## src/rtl/rect_motion_ctl.sv

```systemverilog
// Per-frame vertical motion for a drawn rectangle: gravity, damped floor
// bounce with stop threshold, velocity saturation and mouse relaunch.
module rect_motion_ctl #(
    parameter int Y_W          = 12,
    parameter int V_W          = 12,
    parameter int FRAC         = 4,
    parameter int GRAVITY      = 3,
    parameter int V_MAX        = 255,
    parameter int START_Y      = 0,
    parameter int Y_TOP        = 0,
    parameter int FLOOR_Y      = 536,
    parameter int DAMP_SHIFT   = 1,
    parameter int MIN_BOUNCE_V = 8
) (
    input  logic           clk,
    input  logic           rst_n,
    input  logic           vs,
    input  logic           m_left,
    output logic [Y_W-1:0] ypos,
    output logic [V_W-1:0] vel,
    output logic [1:0]     state,
    output logic [3:0]     bounce_cnt
);

    typedef enum logic [1:0] {
        S_IDLE = 2'd0,
        S_FALL = 2'd1,
        S_RISE = 2'd2,
        S_REST = 2'd3
    } state_t;

    localparam logic [V_W:0]        LP_GRAV  = (V_W+1)'(GRAVITY);
    localparam logic [V_W:0]        LP_VMAX  = (V_W+1)'(V_MAX);
    localparam logic [V_W-1:0]      LP_MINB  = V_W'(MIN_BOUNCE_V);
    localparam logic [Y_W:0]        LP_FLOOR = (Y_W+1)'(FLOOR_Y);
    localparam logic [Y_W-1:0]      LP_START = Y_W'(START_Y);
    localparam logic signed [Y_W:0] LP_TOP   = (Y_W+1)'(Y_TOP);

    state_t         r_state;
    logic [Y_W-1:0] r_ypos;
    logic [V_W-1:0] r_vel;
    logic [3:0]     r_bcnt;
    logic           r_vs_d;
    logic           r_m_q;

    logic                  w_tick;
    logic                  w_launch;
    logic [V_W:0]          w_vsum;
    logic [V_W-1:0]        w_vn;
    logic [Y_W:0]          w_yn;
    logic [V_W-1:0]        w_vd;
    logic [V_W-1:0]        w_vr;
    logic                  w_rise_stop;
    logic signed [Y_W:0]   w_yr;
    logic [3:0]            w_bc_inc;

    assign w_tick   = r_vs_d & ~vs;
    assign w_launch = m_left & ~r_m_q;

    // Fall path: saturated velocity, then position step in Y_W+1 bits
    assign w_vsum = {1'b0, r_vel} + LP_GRAV;
    assign w_vn   = (w_vsum > LP_VMAX) ? LP_VMAX[V_W-1:0] : w_vsum[V_W-1:0];
    assign w_yn   = {1'b0, r_ypos} + (Y_W+1)'(w_vn >> FRAC);
    assign w_vd   = w_vn - (w_vn >> DAMP_SHIFT);

    assign w_rise_stop = ({1'b0, r_vel} <= LP_GRAV);
    assign w_vr        = r_vel - LP_GRAV[V_W-1:0];
    assign w_yr        = $signed({1'b0, r_ypos})
                       - $signed((Y_W+1)'(w_vr >> FRAC));

    assign w_bc_inc = (r_bcnt == 4'hF) ? 4'hF : r_bcnt + 4'd1;

    always_ff @(posedge clk or negedge rst_n) begin
        if (!rst_n) begin
            r_state <= S_IDLE;
            r_ypos  <= LP_START;
            r_vel   <= '0;
            r_bcnt  <= '0;
            r_vs_d  <= 1'b1;
            r_m_q   <= 1'b0;
        end else begin
            r_vs_d <= vs;
            if (w_tick) begin
                r_m_q <= m_left;
                if (w_launch) begin
                    r_state <= S_FALL;
                    r_ypos  <= LP_START;
                    r_vel   <= '0;
                    r_bcnt  <= '0;
                end else begin
                    unique case (r_state)
                        S_IDLE: begin
                            r_state <= S_IDLE;
                        end
                        S_FALL: begin
                            if (w_yn >= LP_FLOOR) begin
                                r_ypos <= LP_FLOOR[Y_W-1:0];
                                r_bcnt <= w_bc_inc;
                                if (w_vd < LP_MINB) begin
                                    r_vel   <= '0;
                                    r_state <= S_REST;
                                end else begin
                                    r_vel   <= w_vd;
                                    r_state <= S_RISE;
                                end
                            end else begin
                                r_ypos <= w_yn[Y_W-1:0];
                                r_vel  <= w_vn;
                            end
                        end
                        S_RISE: begin
                            if (w_rise_stop) begin
                                r_vel   <= '0;
                                r_state <= S_FALL;
                            end else begin
                                r_vel  <= w_vr;
                                r_ypos <= (w_yr < LP_TOP) ? LP_TOP[Y_W-1:0]
                                                          : w_yr[Y_W-1:0];
                            end
                        end
                        S_REST: begin
                            r_ypos <= LP_FLOOR[Y_W-1:0];
                            r_vel  <= '0;
                        end
                    endcase
                end
            end
        end
    end

    assign ypos       = r_ypos;
    assign vel        = r_vel;
    assign state      = r_state;
    assign bounce_cnt = r_bcnt;

endmodule

```

## config.mk

```make
export PLATFORM = sky130hd
export DESIGN_NAME = rect_motion_ctl
export DESIGN_NICKNAME = d
export VERILOG_FILES = /design/src/rtl/rect_motion_ctl.sv
export SDC_FILE = /design/constraint.sdc
export NUM_CORES = 1
export LEC_CHECK = 0
export BUFFER_PORTS_ARGS = -buffer_cell sky130_fd_sc_hd__buf_4
export CAP_MARGIN = 25
export CORE_MARGIN = 4
export CORE_UTILIZATION = 62
export CTS_CLUSTER_DIAMETER = 60
export DETAILED_ROUTE_END_ITERATION = 12
export HOLD_SLACK_MARGIN = 0.02
export PLACE_DENSITY = 0.86
export SLEW_MARGIN = 20
export SYNTH_ARGS = -nofsm -noshare
export SYNTH_HDL_FRONTEND = slang
export SYNTH_SLANG_ARGS = --single-unit
```

## constraint.sdc

```tcl
create_clock -name clk -period 12.9 [get_ports clk]
set_input_delay 1.29 -clock clk [delete_from_list [all_inputs] [get_ports clk]]
set_output_delay 1.29 -clock clk [all_outputs]
set_load 0.02 [all_outputs]
```

==> summary.md, run 1 <==
| Metric | Value |
|---|---|
| Status | finished clean |
| Initial antenna violation count | 0 |
| Clock buffer depth | 2 |
| CTS H-tree depth | 2 |
| Worst Path Arrival | 5.74 ns |
| Grt total ovfl | 0 |
| Total negative setup slack | 0 ns |
| Fillers | 480 |
| Root Buffer | clkbuf_8 |
| Max-cap violations | 0 |
| Fin. Hold Viols | 0 |
| Synth unique cells | 79 |
| Fin crit period | 5.518 ns |
| FF-to-FF path depth | 19 |
| Post-synth EDFFs | 0 |
| Worst Path Required | 13.13 ns |
| DIE AREA | 0.007369 mm² |
| Fraction of layout cells with a size suffix above 1 | 0.1283 |
| WL/cell | 19.20 µm |
| Critical path capture point type | flop |
| # rows | 28 |
| Relative slew slack | 0.4595 |
| Mapped cell area | 0.003757 mm² |
| Final setup vio count | 0 |
| CTS tree | built |
| All-layer global routing usage | 0.3113 |
| Slowest cell delay on critical path | 0.62 ns |
| Global-route wire length before repair | 18.36 mm |
| GP Congestion | 0.9985 |
| CTS Buf Count | 5 |
| Worst-Margin Slew | 0.8078 ns |
| Worst path bufs/invs | 2 |
| Slew Limit Fails | 0 |
| Routed WL | 11.02 mm |
| Initial DRC Count | 505 |
| Startpoint Class | flop |
| IO Port Bufs | 33 |
| Initial core utilization | 0.6384 |
| Hold path cells | 2 |
| Largest net degree at the start of global routing | 33 |
| Placed wire-length estimate | 8.260 mm |
| Hold crit path type | reg -> reg |
| RSZ-0062 raised after global routing | false |
| Core area | 0.005886 mm² |
| Ant diodes | 0 |
| Die height | 85.85 µm |
| Vias per cell | 6.967 |
| CTS Hold Bufs | 0 |
| Clk slew on worst S/H paths | 0.07 ns |
| Clock Latency Late Sink | 0.29 ns |
| CP delay by family, top | simple AND/OR/NAND/NOR gates |
| #FFs+latches synth | 32 |
| DRT Pass-1 Iters | 6 |
| Final period util | 0.4278 |
| Worst-path cell chain | inv_1 > ha_1 > or4b_4 > o21ai_4 > nand2_1 > a31oi_2 > nand2_1 > ha_1 > fa_1 > nand3_1 > nand2_1 > a2111oi_0 > nor4_1 > a211oi_2 > nor2_1 > buf_4 > or3_1 > a21oi_1 > a211o_1 |
| Skew final | 0.005078 ns |
| Post-synthesis async set-or-reset flop share | 1.000 |
| Post-synthesis instance total | 479 |
| Post-route DRC | 0 |
| Clk sink count | 32 |
| Setup Crit Path Kind | reg -> reg |
| Routed Antenna Nets | 0 |
| P&R area growth vs syn | 9.257% |
| Post-CTS Setup Bufs | 0 |
| CP Max Fanout | 23 |
| Die W | 85.85 µm |
| Yosys warns | 0 |
| I/O pins | 34 |
| Most frequent cells in the layout | nand2_1 (53), nor2_1 (37), buf_4 (36) |
| Commonest non-fill, non-tap cell in the layout | nand2_1 |
| Peak Freq | 0.1812 GHz |
| Vias | 3,999 |
| Mean area per synthesized cell | 7.844 µm² |
| Crit path top cell by count | nand2_1 |
| Ys flop type | dfrtp_1 |
| Slowest CP cell | or4b_4 |
| Crit path depth | 19 |
| Nets@finish | 534 |
| Vias in the first global route | 3,809 |
| Post_cts resized | 0 |
| Register area share after synthesis | 0.2135 |
## kinds of logic after synthesis
family,after synthesis,share of synthesized area
other,2,0.001999
xor gates and xnor gates,28,0.06527
muxes,7,0.01931
adders and majority gates,32,0.1126
buffers and inverters,46,0.05028
and+or+nand+nor,187,0.2611
AOI/OAI and AO/OA,145,0.2761
DFF,32,0.2135
## stage by stage
step | worst slack, ns | std cells | utilization | instance area [µm²] | hold slack [ns]
global placement | 7.826 | 566 | 0.6822 | 4015 | 0.4496
detailed placement | 7.537 | 566 | 0.6822 | 4015 | 0.4600
finish | 7.382 | 574 | 0.6975 | 4105 | 0.4873
CTS | 7.490 | 574 | 0.6975 | 4105 | 0.4813
floorplan | 8.128 | 481 | - | 3765 | 0.4369
global route | 7.101 | 574 | 0.6975 | 4105 | 0.5599
## synthesized netlist by cell type (3+ instances only)
master	n	area (µm²)
a211o_1	3	26.28
a211oi_1	6	45.04
a21o_1	7	52.55
a21oi_1	21	105.1
a221o_1	3	30.03
a221oi_1	4	35.03
a31oi_1	8	50.05
and2_1	5	31.28
and3_1	3	18.77
buf_2	4	20.02
buf_4	3	22.52
clkbuf_1	17	63.81
dfrtp_1	31	775.7
fa_1	3	60.06
ha_1	29	362.9
inv_1	20	75.07
mux2i_1	5	50.05
nand2_1	53	198.9
nand2b_1	11	68.82
nand3_1	12	60.06
nand3b_1	3	22.52
nand4_1	7	43.79
nor2_1	37	138.9
nor2b_1	8	50.05
nor3_1	18	90.09
nor3b_1	4	30.03
nor4_1	6	37.54
o211ai_1	3	22.52
o21a_1	6	45.04
o21ai_0	35	175.2
o21bai_1	4	30.03
o221ai_1	5	43.79
o22ai_1	3	18.77
o311ai_0	3	26.28
o31ai_1	5	37.54
or3_1	4	25.02
xnor2_1	13	113.9
xor2_1	15	131.4
## final timing paths
path,endpoint,slack [ns],from
worst min-delay path,r_m_q$_DFFE_PN0P_,0.49,r_m_q$_DFFE_PN0P_
max in group asynchronous,r_vs_d$_DFF_PN1_,11.61,rst_n
worst min register to register,r_m_q$_DFFE_PN0P_,0.49,r_m_q$_DFFE_PN0P_
worst max register to register,ypos[5]$_DFFE_PN0P_,7.38,vel[0]$_DFFE_PN0P_
min in group asynchronous,ypos[4]$_DFFE_PN0P_,0.94,rst_n
worst max-delay path,ypos[5]$_DFFE_PN0P_,7.38,vel[0]$_DFFE_PN0P_
## cell type report
class | instances | area (µm²) | area share
timing repair buffer | 36 | 270.3 | 0.06583
multi-input combinational | 403 | 2774 | 0.6757
tap | 75 | 93.84 | 0.02286
inverter | 20 | 75.07 | 0.01829
sequential | 32 | 802.0 | 0.1954
clock buffer | 8 | 90.09 | 0.02194
## worst register-to-register path: stages, from the launching register on
cell and delay (ns):
dfrtp_1 0.61, inv_1 0.15, ha_1 0.41, or4b_4 0.62, o21ai_4 0.24, nand2_1 0.13, a31oi_2 0.36, nand2_1 0.23
ha_1 0.29, fa_1 0.43, nand3_1 0.13, nand2_1 0.11, a2111oi_0 0.46, nor4_1 0.14, a211oi_2 0.22, nor2_1 0.08
buf_4 0.22, or3_1 0.37, a21oi_1 0.15, a211o_1 0.11
## per-layer routing
layer / GRT usage / vias to the layer above / routed length, µm
met1: 0.4282 / 1900 / 4697
met4: 0.09928 / 0 / 289
met5: 0 / - / 0
li1: - / 1804 / -
met3: 0.06340 / 40 / 1121
met2: 0.4908 / 255 / 4912
## state kept, by name, summed over array words and instances (netlist names)
name,count
r_vs_d,1
state,2
r_m_q,1
bounce_cnt,4
vel,12
ypos,12
Power of run 1 is not shown: default switching activity piles up to over one toggle a cycle in this logic, so the estimate is an artifact.
==> inputs of run 2 (changes only) <==
--- a/config.mk
+++ b/config.mk
@@ -8,11 +8,11 @@
 export BUFFER_PORTS_ARGS = -buffer_cell sky130_fd_sc_hd__buf_4
 export CAP_MARGIN = 25
 export CORE_MARGIN = 4
-export CORE_UTILIZATION = 62
+export CORE_UTILIZATION = 55
 export CTS_CLUSTER_DIAMETER = 60
 export DETAILED_ROUTE_END_ITERATION = 12
 export HOLD_SLACK_MARGIN = 0.02
-export PLACE_DENSITY = 0.86
+export PLACE_DENSITY = 0.81
 export SLEW_MARGIN = 20
 export SYNTH_ARGS = -nofsm -noshare
 export SYNTH_HDL_FRONTEND = slang
==> constraint.sdc (replaced) <==
create_clock -name clk -period 4.9 [get_ports clk]
set_input_delay 0.49 -clock clk [delete_from_list [all_inputs] [get_ports clk]]
set_output_delay 0.49 -clock clk [all_outputs]
set_load 0.02 [all_outputs]
==> summary.md, run 2 (synthesized netlist as in run 1, its figures left out) <==
| Metric | Value |
|---|---|
| Status | finished clean |
| Fin area | 0.004282 mm² |
| Hold slack final | 0.1184 ns |
| Startpoint Class | flop |
| Core area | 0.006495 mm² |
| Clk sink count | 32 |
| Routed Antenna Nets | 0 |
| Clock Latency Late Sink | 0.29 ns |
| Final period util | 0.9509 |
| Hold crit path type | in -> async |
| DRT Pass-1 Iters | 5 |
| Fraction of layout cells with a size suffix above 1 | 0.1693 |
| Peak Freq | 0.2146 GHz |
| Worst r2r dst | vel[10]$_DFFE_PN0P_ |
| Fin. Hold Viols | 0 |
| Vias in the first global route | 3,653 |
| Global-route wire length before repair | 18.45 mm |
| # rows | 29 |
| CP Max Fanout | 23 |
| CTS tree | built |
| Slew Limit Fails | 0 |
| Vias | 3,979 |
| Ant diodes | 0 |
| Setup Crit Path Kind | reg -> reg |
| All-layer global routing usage | 0.2730 |
| Worst Path Required | 5.06 ns |
| Post-DP Area | 0.004115 mm² |
| Grt total ovfl | 0 |
| DIE AREA | 0.008218 mm² |
| Reg2reg start | vel[0]$_DFFE_PN0P_ |
| Skew final | 0.006552 ns |
| IO Port Bufs | 33 |
| Critical path capture point type | flop |
| Commonest non-fill, non-tap cell in the layout | nand2_1 |
| Clock buffer depth | 2 |
| Max-cap violations | 0 |
| Vias per cell | 6.733 |
| Placed wire-length estimate | 8.521 mm |
| P&R area growth vs syn | 13.95% |
| Fin crit period | 4.660 ns |
| CTS H-tree depth | 2 |
| Die W | 90.66 µm |
| Routed WL | 11.24 mm |
| Root Buffer | clkbuf_8 |
| Relative slew slack | 0.3953 |
| Initial DRC Count | 454 |
| GP Congestion | 0.9286 |
| Nets@finish | 549 |
| Initial core utilization | 0.5785 |
| Fillers | 553 |
| Post-route DRC | 0 |
| I/O pins | 34 |
| WL/cell | 19.01 µm |
| Die height | 90.66 µm |
| R2R setup slack | 0.24 ns |
| Largest net degree at the start of global routing | 33 |
| FF-to-FF path depth | 17 |
| Most frequent cells in the layout | nand2_1 (52), buf_4 (51), nor2_1 (37) |
| Clk slew on worst S/H paths | 0.08 ns |
| Worst-Margin Slew | 0.9037 ns |
| Worst Path Arrival | 4.82 ns |
| Initial antenna violation count | 0 |
| Final setup vio count | 0 |
| CTS Buf Count | 5 |
run 2: changes by cell type in the layout (fill, tap and decap cells not counted), sizes merged:
cell      change
clkinvlp      +1
buf          +15
bufinv        +1
clkbuf        -3
clkinv        +1
run 2: timing repair:
| item | in CTS | in global routing |
|---|---|---|
| gates resized for setup | 0 | 9 |
| setup endpoints to repair | 0 | 19 |
| buffers inserted | 0 | 2 |
| hold buffers | 0 | 0 |
run 2: layout make-up:
type	instances	area [µm²]	area share
flip-flops and latches	32	802.0	0.1873
well taps	77	96.34	0.02250
inverters	20	75.07	0.01753
repair buffers	51	382.9	0.08942
clock buffers	5	68.82	0.01607
multi-input cells	403	2814	0.6572
clock inverters	3	42.54	0.009936
run 2: critical path: stages (launching register included):
cell	delay, ns
dfrtp_1	0.35
inv_1	0.07
ha_1	0.21
buf_4	0.19
nor4_2	0.31
mux2_2	0.43
and2_2	0.26
nand2_1	0.22
ha_1	0.34
o21ai_0	0.20
o21bai_1	0.19
a32o_1	0.28
nor4_2	0.33
a211oi_2	0.11
nor2_1	0.12
buf_4	0.29
inv_1	0.20
o311ai_0	0.43
run 2: routing by layer:
| metal | part of all wire | global-route usage | vias up |
|---|---|---|---|
| met4 | 0.018 | 0.06505 | 0 |
| met5 | 0 | 0 | - |
| met1 | 0.45 | 0.3997 | 1875 |
| met3 | 0.096 | 0.04583 | 27 |
| met2 | 0.44 | 0.4175 | 238 |
| li1 | - | - | 1839 |
run 2: how the worst max path moves through the flow:
| stage | start | endpoint | slack [ns] | depth (start not counted) |
|---|---|---|---|---|
| 2_1_floorplan | vel[0]$_DFFE_PN0P_ | vel[0]$_DFFE_PN0P_ | 0.13 | 20 |
| 3_3_place_gp | vel[0]$_DFFE_PN0P_ | vel[10]$_DFFE_PN0P_ | 0.32 | 17 |
| 3_5_place_dp | vel[0]$_DFFE_PN0P_ | vel[10]$_DFFE_PN0P_ | 0.16 | 19 |
| 4_1_cts | vel[0]$_DFFE_PN0P_ | vel[10]$_DFFE_PN0P_ | 0.13 | 19 |
| 5_1_grt | vel[0]$_DFFE_PN0P_ | ypos[5]$_DFFE_PN0P_ | -0.03 | 19 |
| 6_report | vel[0]$_DFFE_PN0P_ | vel[10]$_DFFE_PN0P_ | 0.24 | 17 |
run 2: through the flow:
| stage | setup slack, ns | instances | setup TNS (ns) | utilization |
|---|---|---|---|---|
| after global routing | -0.03177 | 591 | -0.03177 | 0.6592 |
| after detailed placement | 0.1585 | 581 | 0 | 0.6336 |
| final | 0.2404 | 591 | 0 | 0.6592 |
| after floorplan | 0.1281 | 481 | 0 | - |
| after global placement | 0.3212 | 581 | 0 | 0.6336 |
| after CTS | 0.1340 | 589 | 0 | 0.6507 |
Power of run 2 is left out for the same reason.
